[src/rtl/camera_sccb_config.sv]
// camera_sccb_config: walks a {reg,val} table and writes each entry to the
// camera sensor as a 3-phase SCCB write (slave ID, register, value).
// Table word 16'hFFFF ends the pass, 16'hFFF0 inserts a DELAY_CYCLES wait.
// Optional build macro SCCB_ACK_CHECK_EN: when defined, a high siod_in in the
// ninth bit of any byte flags error and aborts the pass after a stop.
module camera_sccb_config #(
    parameter int         CLK_FREQ_HZ  = 25000000,
    parameter int         SCCB_FREQ_HZ = 100000,
    parameter logic [7:0] SLAVE_ID     = 8'h42,
    parameter int         TABLE_AW     = 8,
    parameter int         DELAY_CYCLES = 250000
) (
    input  logic                clk,
    input  logic                reset_n,
    input  logic                start,
    output logic [TABLE_AW-1:0] tbl_addr,
    input  logic [15:0]         tbl_data,
    output logic                sioc,
    output logic                siod_oe,
    input  logic                siod_in,
    output logic                busy,
    output logic                done,
    output logic                error
);

    localparam int Q_RAW = CLK_FREQ_HZ / (4 * SCCB_FREQ_HZ);
    localparam int Q     = (Q_RAW < 1) ? 1 : Q_RAW;
    localparam logic [31:0]         TICK_LAST  = 32'(Q - 1);
    localparam logic [31:0]         DELAY_LAST = 32'(DELAY_CYCLES - 1);
    localparam logic [TABLE_AW-1:0] ADDR_MAX   = '1;
    localparam logic [7:0]          SLAVE_WR   = {SLAVE_ID[7:1], 1'b0};

    typedef enum logic [2:0] {
        S_IDLE, S_FETCH, S_START, S_BYTE, S_STOP, S_GAP, S_DELAY, S_FINISH
    } state_t;

    state_t                state_q, state_d;
    logic [31:0]           cyc_q, cyc_d;       // clk count inside the current tick / delay
    logic [1:0]            ph_q, ph_d;         // tick index inside START/bit/STOP/GAP
    logic [3:0]            bit_q, bit_d;       // 0..7 data, 8 = ACK slot
    logic [1:0]            byte_q, byte_d;     // 0 = slave ID, 1 = reg, 2 = val
    logic [7:0]            reg_q, reg_d;
    logic [7:0]            val_q, val_d;
    logic [TABLE_AW-1:0]   tbl_addr_q, tbl_addr_d;
    logic                  sioc_q, sioc_d;
    logic                  siod_oe_q, siod_oe_d;
    logic                  busy_q, busy_d;
    logic                  done_q, done_d;
    logic                  error_q, error_d;
    logic                  nack_q, nack_d;
    logic                  tick, advance, finish, ack_fail;

`ifdef SCCB_ACK_CHECK_EN
    assign ack_fail = siod_in;
`else
    logic unused_siod_in;
    assign unused_siod_in = siod_in;
    assign ack_fail       = 1'b0;
`endif

    assign tick = (cyc_q == TICK_LAST);

    // Level driven on siod for a given bit slot; the ACK slot is released.
    function automatic logic bit_level(input logic [1:0] byte_sel, input logic [3:0] bit_sel,
                                       input logic [7:0] r, input logic [7:0] v);
        logic [7:0] cur;
        cur = (byte_sel == 2'd0) ? SLAVE_WR : (byte_sel == 2'd1) ? r : v;
        if (bit_sel >= 4'd8) return 1'b1;
        return cur[3'(4'd7 - bit_sel)];
    endfunction

    // Next-state, counter and output computation for the whole sequencer.
    always_comb begin
        // NOTE: every variable gets a default here so no path leaves one unassigned (no latches).
        state_d    = state_q;
        cyc_d      = cyc_q;
        ph_d       = ph_q;
        bit_d      = bit_q;
        byte_d     = byte_q;
        reg_d      = reg_q;
        val_d      = val_q;
        tbl_addr_d = tbl_addr_q;
        busy_d     = busy_q;
        done_d     = done_q;
        error_d    = error_q;
        nack_d     = nack_q;
        advance    = 1'b0;
        finish     = 1'b0;

        case (state_q)
            S_IDLE, S_FINISH: begin
                state_d = S_IDLE;
                if (start) begin
                    state_d    = S_FETCH;
                    tbl_addr_d = '0;
                    busy_d     = 1'b1;
                    done_d     = 1'b0;
                    error_d    = 1'b0;
                    nack_d     = 1'b0;
                end
            end
            S_FETCH: begin
                cyc_d = '0;
                ph_d  = '0;
                if (tbl_data == 16'hFFFF) begin
                    finish = 1'b1;
                end else if (tbl_data == 16'hFFF0) begin
                    state_d = S_DELAY;
                end else begin
                    reg_d   = tbl_data[15:8];
                    val_d   = tbl_data[7:0];
                    state_d = S_START;
                end
            end
            S_START: begin
                cyc_d = tick ? '0 : cyc_q + 32'd1;
                if (tick) begin
                    if (ph_q == 2'd1) begin
                        state_d = S_BYTE;
                        ph_d    = '0;
                        bit_d   = '0;
                        byte_d  = '0;
                    end else begin
                        ph_d = ph_q + 2'd1;
                    end
                end
            end
            S_BYTE: begin
                cyc_d = tick ? '0 : cyc_q + 32'd1;
                if (tick) begin
                    ph_d = ph_q + 2'd1;
                    // Tick 2 of the ACK slot: sioc is high mid-bit, slave drives the line.
                    if (ph_q == 2'd1 && bit_q == 4'd8 && ack_fail) begin
                        nack_d  = 1'b1;
                        error_d = 1'b1;
                    end
                    if (ph_q == 2'd3) begin
                        if (bit_q == 4'd8) begin
                            bit_d = '0;
                            if (byte_q == 2'd2 || nack_q) state_d = S_STOP;
                            else                          byte_d  = byte_q + 2'd1;
                        end else begin
                            bit_d = bit_q + 4'd1;
                        end
                    end
                end
            end
            S_STOP: begin
                cyc_d = tick ? '0 : cyc_q + 32'd1;
                if (tick) begin
                    if (ph_q == 2'd1) begin
                        ph_d = '0;
                        if (nack_q) finish  = 1'b1;
                        else        state_d = S_GAP;
                    end else begin
                        ph_d = ph_q + 2'd1;
                    end
                end
            end
            S_GAP: begin
                cyc_d = tick ? '0 : cyc_q + 32'd1;
                if (tick) begin
                    if (ph_q == 2'd3) advance = 1'b1;
                    ph_d = ph_q + 2'd1;
                end
            end
            S_DELAY: begin
                cyc_d = cyc_q + 32'd1;
                if (cyc_q == DELAY_LAST) begin
                    cyc_d   = '0;
                    advance = 1'b1;
                end
            end
            default: state_d = S_IDLE;
        endcase

        // The last table slot ends the pass even without an end marker.
        if (advance) begin
            if (tbl_addr_q == ADDR_MAX) begin
                finish = 1'b1;
            end else begin
                tbl_addr_d = tbl_addr_q + TABLE_AW'(1);
                state_d    = S_FETCH;
            end
        end
        if (finish) begin
            state_d = S_FINISH;
            busy_d  = 1'b0;
            done_d  = 1'b1;
        end

        // Bus levels follow the state being entered so they are registered with it.
        sioc_d    = 1'b1;
        siod_oe_d = 1'b0;
        case (state_d)
            S_START: siod_oe_d = 1'b1;
            S_BYTE: begin
                sioc_d    = (ph_d == 2'd1) || (ph_d == 2'd2);
                siod_oe_d = ~bit_level(byte_d, bit_d, reg_d, val_d);
            end
            S_STOP: begin
                sioc_d    = (ph_d == 2'd1);
                siod_oe_d = 1'b1;
            end
            default: ;
        endcase
    end

    // State and registered outputs; reset releases the bus immediately.
    always_ff @(posedge clk or negedge reset_n) begin
        if (!reset_n) begin
            state_q    <= S_IDLE;
            cyc_q      <= '0;
            ph_q       <= '0;
            bit_q      <= '0;
            byte_q     <= '0;
            reg_q      <= '0;
            val_q      <= '0;
            tbl_addr_q <= '0;
            sioc_q     <= 1'b1;
            siod_oe_q  <= 1'b0;
            busy_q     <= 1'b0;
            done_q     <= 1'b0;
            error_q    <= 1'b0;
            nack_q     <= 1'b0;
        end else begin
            // NOTE: non-blocking assignments so every flop samples pre-edge values.
            state_q    <= state_d;
            cyc_q      <= cyc_d;
            ph_q       <= ph_d;
            bit_q      <= bit_d;
            byte_q     <= byte_d;
            reg_q      <= reg_d;
            val_q      <= val_d;
            tbl_addr_q <= tbl_addr_d;
            sioc_q     <= sioc_d;
            siod_oe_q  <= siod_oe_d;
            busy_q     <= busy_d;
            done_q     <= done_d;
            error_q    <= error_d;
            nack_q     <= nack_d;
        end
    end

    assign tbl_addr = tbl_addr_q;
    assign sioc     = sioc_q;
    assign siod_oe  = siod_oe_q;
    assign busy     = busy_q;
    assign done     = done_q;
    assign error    = error_q;

endmodule
[config.mk]
export PLATFORM = sky130hd
export DESIGN_NAME = camera_sccb_config
export DESIGN_NICKNAME = d
export VERILOG_FILES = /design/src/rtl/camera_sccb_config.sv
export SDC_FILE = /design/constraint.sdc
export NUM_CORES = 1
export LEC_CHECK = 0
export CAP_MARGIN = 40
export CORE_ASPECT_RATIO = 1.2
export CORE_MARGIN = 5
export CORE_UTILIZATION = 25
export CTS_CLUSTER_DIAMETER = 30
export DETAILED_ROUTE_END_ITERATION = 7
export GPL_ROUTABILITY_DRIVEN = 0
export SETUP_SLACK_MARGIN = 0.2
export SYNTH_ARGS = -nofsm -noshare
export SYNTH_HDL_FRONTEND = slang
export SYNTH_SLANG_ARGS = --single-unit
[constraint.sdc]
create_clock -name clk -period 3.4 [get_ports clk]
set_clock_uncertainty 0.1 [all_clocks]
set_input_delay 0.51 -clock clk [delete_from_list [all_inputs] [get_ports clk]]
set_output_delay 0.51 -clock clk [all_outputs]
set_load 0.005 [all_outputs]
==> flow_summary.toml <==
[routing]
wl_per_cell_um = 14.5
via_count = 3513
wirelength_mm = 10.3
ant_nets = 0
drc = 0
drt_iter0_drc = 223
drt_pre_antenna_iters = 4
vias_per_cell = 4.93

[floorplan]
core_um2 = 17400
start_util = 0.251
die-area_um2 = 20200
num_rows = 53
dieWidth_um = 131
io_pins = 33
die_y_um = 155

[finish]
n_antenna_cell = 0
drive_gt1_frac = 0.166
nets = 520
areaGrowthSynthToFinish_pct = 19.7
final_area_um2 = 5220
final_core_util = 0.301

[yosys]
ys_seq_area_frac = 0.408
syn_area_um2 = 4360
synth_fp_nets = 484
synth_top_family_by_area = "simple AND/OR/NAND/NOR gates"
synthFlopType = "dfrtp_1"
ys_types = 80
synth-simple-area-share = 0.267
synth-edff-count = 0
yosys_warnings = 0
synth_compound_area_frac = 0.153
synth_xor_area_frac = 0.0462
avgSynthCellArea_um2 = 9.63
synthAdderAreaFrac = 0.0341
synth.mux.area_fraction = 0.0536
syn_inst = 453
async_flop_share = 1.00
synth-seq-cells = 71

[critical_path]
endpoint_kind = "flip-flop"
crit_required_ps = 3500
critPathMaxFanout = 8
criticalPathCategory = "primary input to flip-flop"
startpoint_type = "primary input"
cp.arrival_ps = 3180

[global_route]
grt_use_total = 0.106
grt_pass1_vias = 3634
grt_max_degree = 61
overflow = 0
grt_pass1_wl_mm = 17.5
grt_antenna_before_repair = 0

[clocking]
cts_tree = "yes"
numCtsBuffers = 9
path_clk_slew_ps = 50
htreeDepth = 3
holdBufCountCts = 0
cts_resized = 0
cts_post_setup_buffers_inserted = 0
cts_max_path_buffers = 2
cts.sinks = 71
cts_root_buf = "clkbuf_16"
clk_latency_ps = 330

[status]
status = "finished, final reports clean"

[placed_design]
portBuffers = 30
post-dp-hpwl_mm = 7.76
placed_area_um2 = 4960

[timing]
drv_slew = 0
period_share = 0.907
rsz0062_at_grt = "false"
clock.fmax_ghz = 0.324
fin_tns_setup_ps = 0
finalSetupViolCount = 0
period_needed_ps = 3080
worstMarginPinSlew_ps = 578
relSlewSlack = 0.611
finalHoldViolCount = 0

[flow_run]
drv_cap = 0

[min_path]
hp-class = "primary input to asynchronous set/reset pin"

[power]
p_leak_uw = 0.00215
vdd_drop_max_mv = 0.185
powerDensity_nw_per_um2 = 542
==> cell type report <==
type | instances | area, um2
flip-flops and latches | 71 | 1780
well taps | 220 | 275
clock inverters | 4 | 22.5
clock buffers | 11 | 243
inverters | 17 | 63.8
fillers | 1798 | 12200
multi-input cells | 346 | 2420
repair buffers | 44 | 420
==> path summary, 6_finish.rpt <==
path / startpoint / endpoint / slack (ps) / depth (start not counted)
worst min register to register: val_q[1] / val_q[1] / 400 / 1
worst max-delay path: tbl_data[0] / siod_oe / 320 / 9
worst min-delay path: reset_n / tbl_addr[4] / 6 / 2
max in group asynchronous: reset_n / sioc / 2620 / 3
worst max register to register: state_q[1] / cyc_q[25] / 440 / 8
min in group clk: val_q[1] / val_q[1] / 400 / 1
==> cell usage in the layout, fill, tap and decap left out, types with 4 or more instances in the layout <==
cell              n
buf_4            13
o21ai_0          23
mux2_2           15
a21boi_0          4
nor3_1           10
inv_1            17
or2_2             4
and4_1            5
xnor2_1           7
nor4_4            4
a21oi_1          18
o31ai_1           4
xor2_1           16
clkbuf_16         9
nand3_1          22
nand4_1          14
and3_1            9
nand2_1          41
o41ai_1           4
mux2i_1           5
a31oi_1           5
or3_1             6
nor2_1           46
dfrtp_1          70
ha_1             11
clkdlybuf4s50_1  29
==> Yosys cell counts (4+ instances only) <==
master / n / area share
xnor2_1: 7 / 0.014
and3_1: 9 / 0.013
nand2_1: 41 / 0.035
xor2_1: 16 / 0.032
nand4_1: 14 / 0.020
o21ai_0: 23 / 0.026
dfrtp_1: 70 / 0.40
or3_1: 6 / 0.0086
a21boi_0: 4 / 0.0069
clkbuf_1: 11 / 0.0095
mux2i_1: 5 / 0.011
o41ai_1: 4 / 0.0080
inv_1: 17 / 0.015
mux2_2: 15 / 0.039
a21oi_1: 18 / 0.021
nor4_4: 4 / 0.020
nand3_1: 22 / 0.025
or2_2: 4 / 0.0057
a31oi_1: 5 / 0.0072
buf_2: 4 / 0.0046
nor2_1: 46 / 0.040
o31ai_1: 4 / 0.0069
nor3_1: 10 / 0.011
and4_1: 5 / 0.010
ha_1: 11 / 0.032
==> metrics by stage <==
stage	hold slack, ps	setup WS [ps]	power [uW]	instances
floorplan	114	694	1680	453
global placement	381	35.2	1980	697
detailed placement	357	24.7	2010	698
CTS	4.84	364	2860	713
global route	23.8	234	3000	713
finish	6.05	316	2830	713
==> flip-flops by register name, indices dropped and copies added (netlist names) <==
signal / cells
done: 1
reg_q: 8
byte_q: 2
sioc: 1
bit_q: 4
busy: 1
siod_oe: 1
ph_q: 2
tbl_addr: 8
val_q: 8
state_q: 3
cyc_q: 32
==> power by group <==
| group | internal (uW) | switching [uW] |
|---|---|---|
| Combinational | 379 | 399 |
| Clock | 505 | 340 |
| Sequential | 1040 | 169 |
==> kinds of logic (layout without fill, tap and decap cells) <==
kind of cell               count (synthesis)  after routing
and+or+nand+nor                          197            197
AOI/OAI and AO/OA                         92             92
DFF                                       71             71
buffers and inverters                     36             76
xor gates and xnor gates                  23             23
muxes                                     21             21
adders and majority gates                 12             12
other                                      1              1
==> per-layer routing <==
layer  share of wire  vias to the layer above  GRT usage
met2            0.52                       49      0.185
li1                -                     1717          -
met1            0.43                     1739      0.128
met3           0.033                        8     0.0235
met4           0.012                        0     0.0343
met5               0                        -          0
==> critical path: stages <==
cell and delay (ps):
clkdlybuf4s50_1 440, or4_4 580, a2111oi_4 310, nor2_2 150
mux2_4 230, a21boi_0 290, a2111oi_2 90, o41ai_1 430
o211ai_2 140
Note: power is estimated with default switching activity, not from simulation.
